`config.mk`:
```
export PLATFORM = sky130hd
export DESIGN_NAME = idivu
export DESIGN_NICKNAME = d
export VERILOG_FILES = /design/src/rtl/idivu.sv
export SDC_FILE = /design/constraint.sdc
export NUM_CORES = 1
export LEC_CHECK = 0
export ABC_CLOCK_PERIOD_IN_PS = 2500
export CORE_MARGIN = 5
export CORE_UTILIZATION = 52
export DETAILED_ROUTE_END_ITERATION = 8
export PLACE_DENSITY = 0.81
export SLEW_MARGIN = 10
export SYNTH_ARGS = -nofsm -noshare
export SYNTH_HDL_FRONTEND = slang
export SYNTH_SLANG_ARGS = --single-unit
```
`constraint.sdc`:
```
create_clock -name clk -period 2.5 [get_ports clk]
set_input_delay 0.375 -clock clk [delete_from_list [all_inputs] [get_ports clk]]
set_output_delay 0.375 -clock clk [all_outputs]
set_load 0.02 [all_outputs]
```
`src/rtl/idivu.sv`:
```
// rtl/idivu.sv - iterative unsigned divider, 2W/W -> W quotient and remainder, one bit per clock
// Optional macro IDIVU_FAST_OVF_EN: overflowing divisions finish after a single busy cycle.
module idivu #(
  parameter int WIDTH = 8
) (
  input  logic               clk,
  input  logic               arstn,
  input  logic               go,
  input  logic [2*WIDTH-1:0] a,
  input  logic [WIDTH-1:0]   b,
  output logic               busy,
  output logic [WIDTH-1:0]   q,
  output logic [WIDTH-1:0]   r,
  output logic               ovf
);

  typedef enum logic {IDLE, RUN} state_t;

  localparam logic [4:0] LAST = 5'(WIDTH - 1);

  state_t             state;
  logic [4:0]         count;
  logic [2*WIDTH-1:0] acc;
  logic [WIDTH-1:0]   d;

  logic [WIDTH:0]     part;
  logic [WIDTH-1:0]   diff;
  logic               fits;
  logic               ovf_in;

  // Only the low WIDTH bits of the difference survive; the top bit of part
  // still takes part in the compare, which is what decides the quotient bit.
  assign part   = acc[2*WIDTH-1:WIDTH-1];
  assign diff   = part[WIDTH-1:0] - d;
  assign fits   = (part >= {1'b0, d});
  assign ovf_in = (a[2*WIDTH-1:WIDTH] >= b);

  always_ff @(posedge clk or negedge arstn) begin
    if (!arstn) begin
      state <= IDLE;
      busy  <= 1'b0;
      count <= '0;
      acc   <= '0;
      d     <= '0;
      ovf   <= 1'b0;
    end else begin
      case (state)
        IDLE: begin
          if (go) begin
            state <= RUN;
            busy  <= 1'b1;
            acc   <= a;
            d     <= b;
            ovf   <= ovf_in;
`ifdef IDIVU_FAST_OVF_EN
            count <= ovf_in ? 5'd0 : LAST;
`else
            count <= LAST;
`endif
          end
        end
        RUN: begin
          if (fits)
            acc <= {diff, acc[WIDTH-2:0], 1'b1};
          else
            acc <= {acc[2*WIDTH-2:0], 1'b0};
          if (count != 5'd0) begin
            count <= count - 5'd1;
          end else begin
            state <= IDLE;
            busy  <= 1'b0;
          end
        end
        default: begin
          state <= IDLE;
          busy  <= 1'b0;
        end
      endcase
    end
  end

  assign q = ovf ? '1 : acc[WIDTH-1:0];
  assign r = ovf ? '1 : acc[2*WIDTH-1:WIDTH];

endmodule

```
## Yosys cells after proc, flatten, opt, wreduce, memory -nomap -nowiden

Cells that the tools add are included.

| operators by class | value |
|---|---|
| add/subtract/negate cells | 2 |
| order comparisons | 2 |
| equal/unequal tests | 3 |
| mux-type cells | 14 |
| bitwise logic cells | 1 |
| reductions and logical operators | 4 |

Operators by type and width:

| cell | number |
|---|---|
| 16-bit two-way mux | 2 |
| 16-bit case mux with 2 select lines | 1 |
| 8-bit two-way mux | 2 |
| 5-bit two-way mux | 2 |
| 5-bit case mux with 2 select lines | 1 |
| 9-bit by 8-bit >= comparator with 1-bit output | 1 |
| 8-bit >= comparator | 1 |
| 8-bit subtractor | 1 |
| 2-bit AND reduction | 3 |
| 5-bit nonzero test | 1 |
| 5-bit by 1-bit subtractor with 5-bit output (second input constant) | 1 |
| 1-bit two-way mux | 4 |
| 2-bit != test (second input constant) | 2 |
| 1-bit case mux with 2 select lines | 2 |
| 2-bit by 1-bit != test with 1-bit output (second input constant) | 1 |
| 1-bit inverter | 1 |

| storage, ports and cells | value |
|---|---|
| bits in registers | 32 |
| input bits | 27 |
| output and inout bits | 18 |
| word-level logic and storage cells | 32 |

## Depth between registers and ports, before layout

| depth | value |
|---|---|
| depth in word-level cells | 3 |
| mapped depth | 8 |
| gate-level depth less buffers | 8 |

## Least setup slack after synthesis

Ideal clock, no wire load.

| timing path | value |
|---|---|
| path type | register to register |
| start point | register acc[13] |
| end point | register acc[12] |
| setup time | 126 ps |
| data arrival time | 1,811 ps |
| required time | 2,374 ps |
| setup slack | 563 ps |
| stages on the path, launching flop included | 6 |
| path buffers | 0 |
| clock period less this slack | 1,937 ps |
| path through | dfrtp_1 ha_1 a21o_1 a211oi_2 a2111oi_4 a311o_1 |

| between the ends | value |
|---|---|
| longest elaborated chain between the ends | 3 |

Ends and longest elaborated chain:

| element | RTL line | text |
|---|---|---|
| start: declaration | 23 | `logic [2*WIDTH-1:0] acc;` |
| start signal: assignment | 64 | `acc <= {diff, acc[WIDTH-2:0], 1'b1};` |
| start signal: assignment | 66 | `acc <= {acc[2*WIDTH-2:0], 1'b0};` |
| 9-bit by 8-bit >= comparator with 1-bit output | 35 | `assign fits = (part >= {1'b0, d});` |
| 16-bit two-way mux | 63 | `if (fits)` |
| 16-bit case mux with 2 select lines | 47 | `case (state)` |

Every way passes these cells.
A chain may end at the register's enable or synchronous reset.

## Final worst setup path

| timing path | value |
|---|---|
| start point | register acc[13] |
| end point | register acc[9] |

Same word-level chain as after synthesis.

==> impl.org <==
** Setup path
- In this run the critical register-to-register path is launched from acc[13]$_DFFE_PN0P_.
- Arrival time at the worst endpoint :: 2.34 ns
- Max FO, Critical Path :: 7
- Startpoint kind of the worst setup timing path :: flop
- Critical Setup Path Class :: flop to flop
- For flop-to-flop paths, the worst setup slack is 0.34 ns.
- For the worst setup path, the data required time is 2.68 ns.
- In this run the critical register-to-register path is captured at acc[9]$_DFFE_PN0P_.
- Depth of the most critical reg-to-reg path :: 5
- STA classifies the critical path endpoint as a flop.

** Timing
- Skew final :: 0.00452 ns
- After layout, the worst setup slack is 0.339 ns.
- The count of final hold-check violations came to 0.
- Portion of the clock cycle consumed by the worst path in the final layout :: 86.4%
- Actual transition at the worst max-transition pin :: 0.585 ns
- Setup violations remaining at the end of the flow were counted as 0.
- Achievable clock frequency :: 0.463 GHz
- After layout, the minimum clock period comes to 2.16 ns.
- For the final routed database, the setup TNS stands at 0 ns.
- Unrepaired setup endpoints after global routing :: false
- In this run the tightest slew margin relative to its limit is 61.0%.
- The count of pins over their slew limit came to 0.
- Worst hold slack :: 0.491 ns

** Synth
- The number of nets handed over by synthesis was 293.
- By area the synthesized netlist is led by dfrtp_1 (36%), ha_1 (10%), nand2_1 (4.9%), or2_2 (4.8%), o21ai_0 (4.7%).
- The share of the Yosys chip area taken by registers is 36.2%.
- Averaged over all synthesized cells, the footprint is 8.97 um^2.
- Count of flip-flops with a built-in enable after synthesis :: 0
- The largest total area in the synthesized netlist belongs to dfrtp_1.
- Synthesized flop and latch total :: 32
- Yosys warning count :: 0
- Share of Yosys cell area claimed by the top area cell type :: 36.2%
- Number of different library cells in the post-synthesis netlist :: 52
- Share of synthesized registers carrying an async set or reset :: 100%
- Netlist Area Pre-Place :: 0.00221 mm^2
- Synth Flop Type :: dfrtp_1
- Synthesis produced 247 cells.

** CTS
- The root buffer cell chosen for the clock tree is clkbuf_8.
- Clock-pin slew was measured on the worst setup and hold paths at 0.07 ns.
- In this run, CTS created clock tree buffers numbering 5.
- TritonCTS built the clock tree.
- CTS Sinks :: 32
- Count of buffers added by post-CTS timing repair for setup :: 0
- Buffers inserted to repair hold after CTS numbered 0.
- The H-tree generated during clock tree synthesis spans 2 levels.
- No sink is reached through more buffers than the 2 on the longest clock path.
- In this run, post-CTS repair resized a total of 0 instances.
- Worst-Skew Late Latency :: 0.28 ns

** Power and ir drop
- Power per Cell Area :: 1490 mW/mm^2
- Power share of the clock group :: 11.8%
- IR analysis of the VDD net gives a maximum drop of 0.000664 V.
- For this design the total switching power over the nets is 1.86 mW.
- Part of the total power dissipated in combinational logic :: 63.4%
- Net switching is 44.5% of the power.
- Registers are responsible for 24.8% of the overall power.
- Total chip power :: 4.18 mW
- Internal power contribution :: 2.32 mW
- For this design the static power due to leakage is 1.27 nW.

** Finish
- Commonest non-fill, non-tap cell in the layout :: clkdlybuf4s50_1
- Proportion of layout cells with a drive suffix above 1 :: 12.6%
- Area growth syn-to-layout :: 26.9%
- Final Cell Area :: 0.00281 mm^2
- 0 antenna diodes ended up in the layout.
- In the layout the commonest cells are clkdlybuf4s50_1 (44), dfrtp_1 (32), nand2_1 (29), o21ai_0 (21), inv_1 (20).
- At the end of the flow, the number of nets in the layout was 339.

** Global route
- Entering global routing, the biggest net connects 33 pins.
- Initial antenna violation count :: 0
- The number of global-route vias before repair is 1904.
- Overall routing resource usage :: 20.8%
- GRT Residual Overflow :: 0
- The first global-routing pass estimated 8950 um of wire.

** Floorplan
- The floorplan step defined a die boundary enclosing 0.00566 mm^2.
- Die span in x :: 75.3 um
- The region available for standard cell placement spans 0.00406 mm^2.
- Row generation in the floorplan step produced 23 rows.
- DIE HEIGHT :: 75.3 um
- Pin placement for this block handled 45 I/O pins.
- Effective utilization at floorplan :: 54.6%

** Routing
- Dividing the detail-routed wire length by the instance count gives 16.0 um.
- For this run, the detailed router's first-pass iteration total came to 4.
- Initial drt markers :: 88
- In this run the remaining antenna-violating nets after routing total 0.
- The detailed router placed 1974 vias in this run.
- Wires add up to 5500 um.
- Via density per instance :: 5.74
- For this run, design rule violations remaining after detail routing come to 0.

** Placement
- RD Place Congestion :: 1.01
- DP Wirelength :: 4080 um
- Once placement finished, the instance area stood at 0.00270 mm^2.
- The count of buffers added on input and output ports is 44.
- OpenSTA, run right after detailed placement, puts the worst setup slack at 0.371 ns.

** Min path
- Worst min-delay path class :: flop to flop
- The worst hold path was traced through 2 stages.
- For hold timing, the worst endpoint is d[0]$_DFFE_PN0P_.
- The startpoint identified for the worst hold timing path is d[0]$_DFFE_PN0P_.

** Run
- Max-cap violations in this run came to 0.

** Run status
- Outcome :: finished, final reports clean
[kinds of logic after synthesis]
kind of cell               Yosys count  share of synthesized area (%)
muxes                               10                           4.52
DFF                                 32                           36.2
adders and majority gates           19                           11.1
buffers and inverters               30                           5.54
and+or+nand+nor                     83                           19.1
xor gates and xnor gates             5                           1.98
AOI/OAI and AO/OA                   68                           21.6
[registers in the layout, summed over array words and instances (netlist names)]
signal  count
acc        16
d           8
count       5
busy        1
ovf         1
state       1
[critical path: stages, from the launching register on]
cell and delay, ns:
dfrtp_1 0.41, ha_1 0.37, a21o_1 0.21, a211oi_2 0.54
nand2_1 0.21, a311oi_1 0.31
[cells in the mapped netlist, drive strengths merged, types with 2 or more instances]
library cell	number
nor4	2
inv	20
a21oi	11
and3	2
o21ai	24
a311oi	3
nor2b	6
clkbuf	5
nand2	29
o21a	3
dfrtp	32
mux2i	10
a21o	3
and2	2
ha	18
xnor2	2
nand3	8
xor2	3
buf	3
a211oi	7
o41ai	2
a31oi	4
or2	17
nor2	12
[stage by stage]
step | utilization (%) | cells
2_1_floorplan | - | 247
3_3_place_gp | 66.6 | 336
3_5_place_dp | 66.6 | 336
4_1_cts | 69.3 | 344
5_1_grt | 69.3 | 344
6_report | 69.3 | 344
[power by group through the flow]
stage / Sequential, mW / Combinational (mW) / Clock [mW]
detailed placement: 1.04 / 2.60 / 0
CTS: 1.03 / 2.64 / 0.501
floorplan: 0.953 / 1.91 / 0
global route: 1.07 / 2.90 / 0.520
global placement: 1.03 / 2.55 / 0
finish: 1.04 / 2.65 / 0.493
[area by class of cell]
type                    count  area, um^2
fillers                   353        1250
well taps                  50        62.6
clock buffers               6        72.6
flip-flops and latches     32         801
inverters                  21        78.8
repair buffers             48         470
multi-input cells         185        1290
clock inverters             2        35.0
[per-layer routing]
metal | wire, um | global-route usage (%) | share of wire, % | up-vias
met5 | 0 | 0 | 0 | -
met1 | 2490 | 28.4 | 45 | 915
met3 | 472 | 4.14 | 8.6 | 14
li1 | - | - | - | 965
met2 | 2430 | 32.8 | 44 | 80
met4 | 108 | 7.57 | 2.0 | 0
[worst max path at each step]
stage | start | end | cells past startpoint | slack [ns]
after global placement | acc[7]$_DFFE_PN0P_ | acc[12]$_DFFE_PN0P_ | 8 | 0.42
final | acc[13]$_DFFE_PN0P_ | acc[9]$_DFFE_PN0P_ | 5 | 0.34
after CTS | ovf$_DFFE_PN0P_ | r[3] | 2 | 0.34
after global routing | acc[13]$_DFFE_PN0P_ | acc[9]$_DFFE_PN0P_ | 5 | 0.22
after detailed placement | acc[7]$_DFFE_PN0P_ | acc[12]$_DFFE_PN0P_ | 8 | 0.37
after floorplan | acc[13]$_DFFE_PN0P_ | acc[12]$_DFFE_PN0P_ | 5 | 0.56
Power figures use the tool's default switching activity.
